## config.mk

```make
export PLATFORM = sky130hd
export DESIGN_NAME = tristate_bus_sched
export DESIGN_NICKNAME = d
export VERILOG_FILES = /design/src/rtl/tristate_bus_pkg.sv /design/src/rtl/rr_pick.sv /design/src/rtl/tristate_bus_sched.sv
export SDC_FILE = /design/constraint.sdc
export NUM_CORES = 1
export LEC_CHECK = 0
export ABC_CLOCK_PERIOD_IN_PS = 2100
export CORE_ASPECT_RATIO = 1.4
export CORE_MARGIN = 1
export CORE_UTILIZATION = 49
export CTS_CLUSTER_DIAMETER = 50
export CTS_CLUSTER_SIZE = 14
export DETAILED_ROUTE_END_ITERATION = 6
export PLACE_DENSITY = 0.77
export RECOVER_POWER = 25
export SLEW_MARGIN = 40
export SYNTH_ARGS = -nofsm -noshare
export SYNTH_HDL_FRONTEND = slang
export SYNTH_SLANG_ARGS = --single-unit
```

## constraint.sdc

```tcl
create_clock -name clk -period 2.1 [get_ports clk]
set_input_delay 0.63 -clock clk [delete_from_list [all_inputs] [get_ports clk]]
set_output_delay 0.63 -clock clk [all_outputs]
set_load 0.02 [all_outputs]
```

## src/rtl/tristate_bus_pkg.sv

```systemverilog
// ============================================================================
// tristate_bus_pkg : shared types and defaults for the tri-state bus scheduler
// Revision 1.0
// ============================================================================
`default_nettype none

package tristate_bus_pkg;

  typedef enum logic [1:0] {
    IDLE  = 2'd0,
    LATCH = 2'd1,
    DRIVE = 2'd2,
    GUARD = 2'd3
  } sched_state_t;

  localparam int N_DEF     = 4;
  localparam int HOLD_DEF  = 4;
  localparam int GUARD_DEF = 1;

  function automatic int idx_width(input int n);
    return (n > 1) ? $clog2(n) : 1;
  endfunction

endpackage

`default_nettype wire

```

## src/rtl/rr_pick.sv

```systemverilog
// ============================================================================
// rr_pick : combinational winner select, rotating from last+1 (FIXED_PRIORITY_EN
//           selects lowest-index instead). Revision 1.0
// ============================================================================
`default_nettype none

module rr_pick
  import tristate_bus_pkg::*;
#(
  parameter int N = N_DEF
) (
  input  logic [N-1:0]              req,
  input  logic [idx_width(N)-1:0]   last,
  output logic                      valid,
  output logic [idx_width(N)-1:0]   idx
);

  localparam int IW = idx_width(N);

`ifdef FIXED_PRIORITY_EN
  logic unused_last;
  assign unused_last = ^last;

  always_comb begin
    valid = |req;
    idx   = '0;
    for (int i = N - 1; i >= 0; i--) begin
      if (req[IW'(i)]) idx = IW'(i);
    end
  end
`else
  // Scan downward so the nearest candidate after last is written last and wins.
  always_comb begin
    logic [IW-1:0] cand;
    valid = |req;
    idx   = '0;
    cand  = '0;
    for (int k = N; k >= 1; k--) begin
      cand = IW'((int'(last) + k) % N);
      if (req[cand]) idx = cand;
    end
  end
`endif

endmodule

`default_nettype wire

```

## src/rtl/tristate_bus_sched.sv

```systemverilog
// ============================================================================
// tristate_bus_sched : round-robin latch/OE sequencer for a shared tri-state
//                      bus (macro FIXED_PRIORITY_EN selects fixed priority).
// Revision 1.0
// ============================================================================
`default_nettype none

module tristate_bus_sched
  import tristate_bus_pkg::*;
#(
  parameter int N     = N_DEF,
  parameter int HOLD  = HOLD_DEF,
  parameter int GUARD = GUARD_DEF
) (
  input  logic                    clk,
  input  logic                    n_reset,
  input  logic [N-1:0]            req,
  output logic [N-1:0]            le,
  output logic [N-1:0]            oe,
  output logic [idx_width(N)-1:0] grant_id,
  output logic                    busy,
  output logic [N-1:0]            done
);

  localparam int IW      = idx_width(N);
  localparam int CNT_MAX = (HOLD > GUARD) ? HOLD : GUARD;
  localparam int CW      = $clog2(CNT_MAX + 1);
  localparam logic [IW-1:0] GRANT_RST = IW'(N - 1);

  sched_state_t  state_q, state_d;
  logic [CW-1:0] cnt_q, cnt_d;
  logic [IW-1:0] grant_q, grant_d;
  logic [N-1:0]  le_q, le_d, oe_q, oe_d, done_q, done_d;
  logic          busy_q, busy_d;

  logic          pick_valid;
  logic [IW-1:0] pick_idx;
  logic [N-1:0]  owner_sel;

  rr_pick #(.N(N)) u_pick (
    .req   (req),
    .last  (grant_q),
    .valid (pick_valid),
    .idx   (pick_idx)
  );

  assign owner_sel = N'(1) << grant_q;

  // Outputs are computed for the state being entered so they appear registered.
  always_comb begin
    state_d = state_q;
    cnt_d   = cnt_q;
    grant_d = grant_q;
    le_d    = '0;
    oe_d    = '0;
    done_d  = '0;
    unique case (state_q)
      tristate_bus_pkg::IDLE: begin
        if (pick_valid) begin
          state_d = tristate_bus_pkg::LATCH;
          grant_d = pick_idx;
          le_d    = N'(1) << pick_idx;
        end
      end
      tristate_bus_pkg::LATCH: begin
        state_d = tristate_bus_pkg::DRIVE;
        cnt_d   = CW'(HOLD - 1);
        oe_d    = owner_sel;
        if (HOLD == 1) done_d = owner_sel;
      end
      tristate_bus_pkg::DRIVE: begin
        if (cnt_q == '0) begin
          state_d = tristate_bus_pkg::GUARD;
          cnt_d   = CW'(GUARD - 1);
        end else begin
          cnt_d = cnt_q - CW'(1);
          oe_d  = owner_sel;
          if (cnt_q == CW'(1)) done_d = owner_sel;
        end
      end
      tristate_bus_pkg::GUARD: begin
        if (cnt_q == '0) state_d = tristate_bus_pkg::IDLE;
        else             cnt_d   = cnt_q - CW'(1);
      end
      default: state_d = tristate_bus_pkg::IDLE;
    endcase
    busy_d = (state_d != tristate_bus_pkg::IDLE);
  end

  always_ff @(posedge clk) begin
    if (!n_reset) begin
      state_q <= tristate_bus_pkg::IDLE;
      cnt_q   <= '0;
      grant_q <= GRANT_RST;
      le_q    <= '0;
      oe_q    <= '0;
      done_q  <= '0;
      busy_q  <= 1'b0;
    end else begin
      state_q <= state_d;
      cnt_q   <= cnt_d;
      grant_q <= grant_d;
      le_q    <= le_d;
      oe_q    <= oe_d;
      done_q  <= done_d;
      busy_q  <= busy_d;
    end
  end

  assign le       = le_q;
  assign oe       = oe_q;
  assign done     = done_q;
  assign busy     = busy_q;
  assign grant_id = grant_q;

endmodule

`default_nettype wire
```

# Yosys cells after proc, flatten, opt, wreduce, memory -nomap -nowiden
# Cells that the tools add are included.
# word_totals
out_inout_bits	15
ff_bits	20
in_bits	6
wordCells	56
# classes
order_cmp	4
muxes	21
n_shift	2
n_reduce_logical	9
n_bitwise	3
n_eq_ne	5
add_sub_neg	5
# op_table
cell	count
2-bit two-way mux	7
2-bit by 3-bit less-than comparator with 1-bit output, second input constant	4
3-bit one-hot mux with 3 select lines	1
1-bit binary-select mux with 2-bit select	4
2-bit one-hot mux with 4 select lines	1
4-bit one-hot mux with 2 select lines	1
4-bit OR reduction	2
1-bit by 2-bit left shift with 4-bit output, first input constant	2
3-bit two-way mux	2
2-bit by 1-bit adder with 2-bit output, second input constant	2
2-bit adder, second input constant	2
2-bit equality test, second input constant	2
1-bit two-way mux	4
4-bit two-way mux	1
2-bit AND reduction	2
3-bit by 1-bit equality test with 1-bit output, second input constant	1
3-bit zero test	1
1-bit NOT	3
3-bit AND reduction	1
3-bit nonzero test	1
3-bit by 1-bit subtractor with 3-bit output, second input constant	1
2-bit by 1-bit equality test with 1-bit output, second input constant	1
2-bit zero test	1
2-bit != test, second input constant	1
2-bit nonzero test	1

# Logic depth before layout (Yosys ltp)
# logic_depth
ltp_word	8
mapped_depth	7
mapped_depth_nobuf	6

# Cells and area by module
# From an unflattened synthesis, not the netlist that was laid out.
# hier_totals
cells_unflattened	102
area_unflattened_um2	954.7
# modules_own_cells
module	cells_each	instances	area_each_um2	seq_area_each_um2
tristate_bus_sched	88	1	863.3	400.4
rr_pick	14	1	91.3	0.0

# Worst setup path before layout
# OpenSTA, ideal clock, no wires.
# synth_path
path_kind	reg2reg
from	register grant_q[1] (netlist: grant_id[1])
to	register le_q[0] (netlist: le[0])
n_path_buf	1
required_ps	1984
synth_period_minus_slack_ps	2106
path_stages_with_launch	8
setup_time_ps	116
setup_slack_ps	-6
arrival_time_ps	1990
cell_sequence	dfxtp_1 -> buf_2 -> inv_1 -> ha_1 -> mux2_2 -> o221ai_1 -> o221ai_1 -> and3b_1
# synth_via
elab_chain_cells	8
elab_cells_between_ends	17
classes_between	add/sub (4); shift (1); mux (12)
# synth_lines
element	line_no	source
start: declaration	tristate_bus_sched.sv:32	logic [IW-1:0] grant_q, grant_d;
start signal: assignment	tristate_bus_sched.sv:102	grant_q <= grant_d;
2-bit by 1-bit adder with 2-bit output	rr_pick.sv:39	cand = IW'((int'(last) + k) % N);
1-bit binary-select mux with 2-bit select	rr_pick.sv:40	if (req[cand]) idx = cand;
1-bit two-way mux (not written as such)	rr_pick.sv:40	
2-bit two-way mux (3 in series)	rr_pick.sv:40	
2-bit two-way mux (*)	rr_pick.sv:40	
1-bit by 2-bit left shift with 4-bit output (*)	tristate_bus_sched.sv:62	le_d = N'(1) << pick_idx;
end signal: assignment	tristate_bus_sched.sv:103	le_q <= le_d;
end: declaration	tristate_bus_sched.sv:33	logic [N-1:0] le_q, le_d, oe_q, oe_d, done_q, done_d;
# Every way passes the cells marked *; elsewhere a longest branch is shown, timed or not. The select of a mux whose other input is x is not followed.
# A chain may end at the register's enable or synchronous reset.

# Worst setup path in the final report
# layout_path
from	register grant_q[1] (netlist: grant_id[1])
to	output grant_id[1]
# layout_rtl
element	line_no	source
end: declaration	tristate_bus_sched.sv:20	output logic [idx_width(N)-1:0] grant_id,
# No word-level cell between the ends.

==> summary.txt <==
Run status
  • Outcome: complete, no violations

Power and ir drop
  • PnR Total Power: 1.11 mW
  • Pwr per Cell Area: 819 mW/mm^2
  • Leakage: 0.591 nW
  • Peak VDD IR: 524 uV

STA
  • Hold slack: 0.552 ns
  • Final Cycle Share: 0.978
  • Slew margin rel.: 0.733
  • Worst Clk Skew: 0.00713 ns
  • Setup TNS: 0 ns
  • Worst-Margin Slew: 0.401 ns
  • Max-slew violations: 0
  • Final Hold Fails: 0
  • Min cycle time layout: 2.05 ns
  • Final worst setup slack: 0.0463 ns
  • # setup viols final: 0
  • RSZ-0062 raised after global routing: false
  • Highest clock rate: 487 MHz

Clock network
  • H-Tree Level Count: 1
  • Hold-fix buffers, CTS: 0
  • CTS buffer count: 3
  • Total clock sinks: 20
  • CTS clk-pin slew, worst paths: 0.12 ns
  • Post-CTS setup buffers: 0
  • PostCTS Resize Cnt: 0
  • CTS tree: done
  • Clock Tree Root: clkbuf_4
  • Maximum clock path buffer count: 2
  • Skew-Pair Late Insertion Delay: 0.31 ns

Detailed routing
  • Routed wire per std cell: 13.5 um
  • Starting DRT DRC Count: 30
  • Final WL: 2.19 mm
  • Remaining antenna violation count: 0
  • DR vias/cell: 5.60
  • Pre-antenna DRT Iters: 4
  • Vias: 913
  • DRC Markers: 0

Synthesis
  • Post-synthesis simple-gate area fraction: 0.191
  • Post-synth cell types: 31
  • Largest family of logic cells by synthesized area: simple AND/OR/NAND/NOR gates
  • Seq/Total Area, Yosys: 0.397
  • Yosys reg bits: 20
  • Mux share of post-synthesis cell area: 0.0409
  • Netlist Area Pre-Place: 0.00101 mm^2
  • Cells after Synth: 111
  • Syn nets: 129
  • Compound-Gate Fraction of Synth Area: 0.181
  • Xor/xnor share of the synthesized area: 0
  • Ys Warns: 0
  • Mean post-synth cell area: 9.10 um^2
  • Synth Area in Adders: 0.149

Die
  • Die Area: 0.00225 mm^2
  • Core footprint: 0.00195 mm^2
  • Die Y: 55.7 um
  • Core Rows: 19
  • IO Count: 21
  • Die width: 40.4 um
  • Starting Density: 0.518

Hold path
  • Hold WC Path Type: register to register
  • Hold Path Cell Cnt: 2

GRT
  • Antenna violations before repair: 0
  • First-pass GRT wire length: 3.43 mm
  • Vias in the first global route: 825
  • Largest net degree at the start of global routing: 13
  • All-Layer GR Usage: 0.218
  • Total congestion overflow: 0

Run
  • Max-Cap Viols: 0

Worst setup path
  • Slowest cell on crit path: clkdlybuf4s50_1
  • Worst path bufs/invs: 2
  • Crit end category: primary output
  • Worst Path Max Fanout: 8
  • CP arrival: 1.42 ns
  • CP required: 1.47 ns
  • Startpoint Class: register
  • CP peak stage delay: 0.61 ns
  • Delay-heaviest family, CP: buffers and inverters
  • CP Cell Sequence: buf_4 -> clkdlybuf4s50_1
  • Worst setup path class: register to primary output
  • Crit path depth: 2
  • Worst-case reg-to-reg path depth: 6

Placed design
  • Placement Cell Area: 0.00130 mm^2
  • Port bufs: 20
  • Routability cong.: 0.790
  • Setup WS pre-CTS: -0.0818 ns
  • DPL Wire Length: 1.70 mm
  • DP Cell Count: 159

Cells and area
  • Core Util, Final: 0.693
  • ANT cells: 0
  • Layout Area Growth over Synthesis: 33.7%
  • Share of cells above drive strength 1: 0.127
  • Final std cells w/o fill: 163
  • Final Cell Area: 0.00135 mm^2
  • Net count, final: 161
  • Fill cell count: 161
power breakdown:
part           switching [mW]  internal [mW]  total [mW]  leakage [nW]
logic                   0.200          0.154       0.354         0.400
clock network           0.125          0.193       0.318        0.0279
registers              0.0194          0.413       0.433         0.163
path summary, 6_finish.rpt:
path	to	startpoint	slack [ns]
min	cnt_q[1]$_SDFFE_PN0P_	cnt_q[1]$_SDFFE_PN0P_	0.55
max	grant_id[1]	grant_id[1]$_SDFFE_PN1P_	0.05
max reg2reg	le[2]$_SDFF_PN0_	grant_id[0]$_SDFFE_PN1P_	0.21
min reg2reg	cnt_q[1]$_SDFFE_PN0P_	cnt_q[1]$_SDFFE_PN0P_	0.55
per-layer routing:
layer / part of all wire / vias to the layer above / routed length (um) / GRT usage
met2: 0.56 / 32 / 1220 / 0.392
met1: 0.37 / 423 / 819 / 0.226
met4: 0.022 / 0 / 49 / 0.100
met3: 0.046 / 5 / 102 / 0.0240
li1: - / 453 / - / -
met5: 0 / - / 0 / 0
sequential cells by signal, indices dropped and copies added (netlist names):
name,cells
cnt_q,3
le,4
busy,1
grant_id,2
oe,4
done,4
state_q,2
cell usage after synthesis (all sizes together):
cell	instances	area [um^2]
a211oi	2	15.0
a21oi	12	60.1
a31oi	1	6.26
and2	8	50.1
and3	1	6.26
and3b	1	8.76
buf	1	5.00
clkbuf	1	3.75
dfxtp	20	400
ha	12	150
inv	9	33.8
mux2	1	11.3
mux2i	3	30.0
nand2	5	18.8
nand2b	2	12.5
nand3	2	10.0
nor2	8	32.5
nor2b	1	6.26
nor3	2	10.0
nor3b	2	20.0
nor4	1	6.26
o21a	1	7.51
o21ai	8	40.0
o221ai	3	26.3
o22a	1	8.76
o31a	1	10.0
o32ai	1	8.76
or4	1	11.3
worst min-delay path, delay by kind of cell (launching register included):
kind | cells | cell delay [ns]
AND/OR/NAND/NOR | 1 | 0.09
AO/OA/AOI/OAI | 1 | 0.09
flip-flops | 1 | 0.34
layout by cell type, fill, tap and decap left out, types with 2 or more instances in the layout:
cell	n
a211oi_1	2
a21oi_1	12
and2_1	7
buf_4	7
clkbuf_1	2
clkbuf_4	3
clkdlybuf4s50_1	18
dfxtp_1	19
ha_1	12
inv_1	9
mux2i_1	3
nand2_1	5
nand2b_1	2
nand3_1	2
nor2_1	7
nor3_1	2
o21ai_0	5
o21ai_1	3
o221ai_1	2
kinds of logic (layout without fill, tap and decap cells):
logic type               after synthesis  in the layout
AO/OA/AOI/OAI                         30             30
adder cells (fa/ha/maj)               12             12
buffers and inverters                 11             42
flip-flops                            20             20
multiplexers                           4              4
AND/OR/NAND/NOR                       34             34
cell type report:
| cell class | count | area, um^2 | area share |
|---|---|---|---|
| flip-flops and latches | 20 | 402 | 0.297 |
| well taps | 21 | 26.3 | 0.0195 |
| multi-input cells | 80 | 573 | 0.424 |
| repair buffers | 29 | 263 | 0.195 |
| clock inverters | 1 | 30.0 | 0.0222 |
| inverters | 9 | 33.8 | 0.0250 |
| clock buffers | 3 | 22.5 | 0.0167 |
Power figures use the tool's default switching activity.
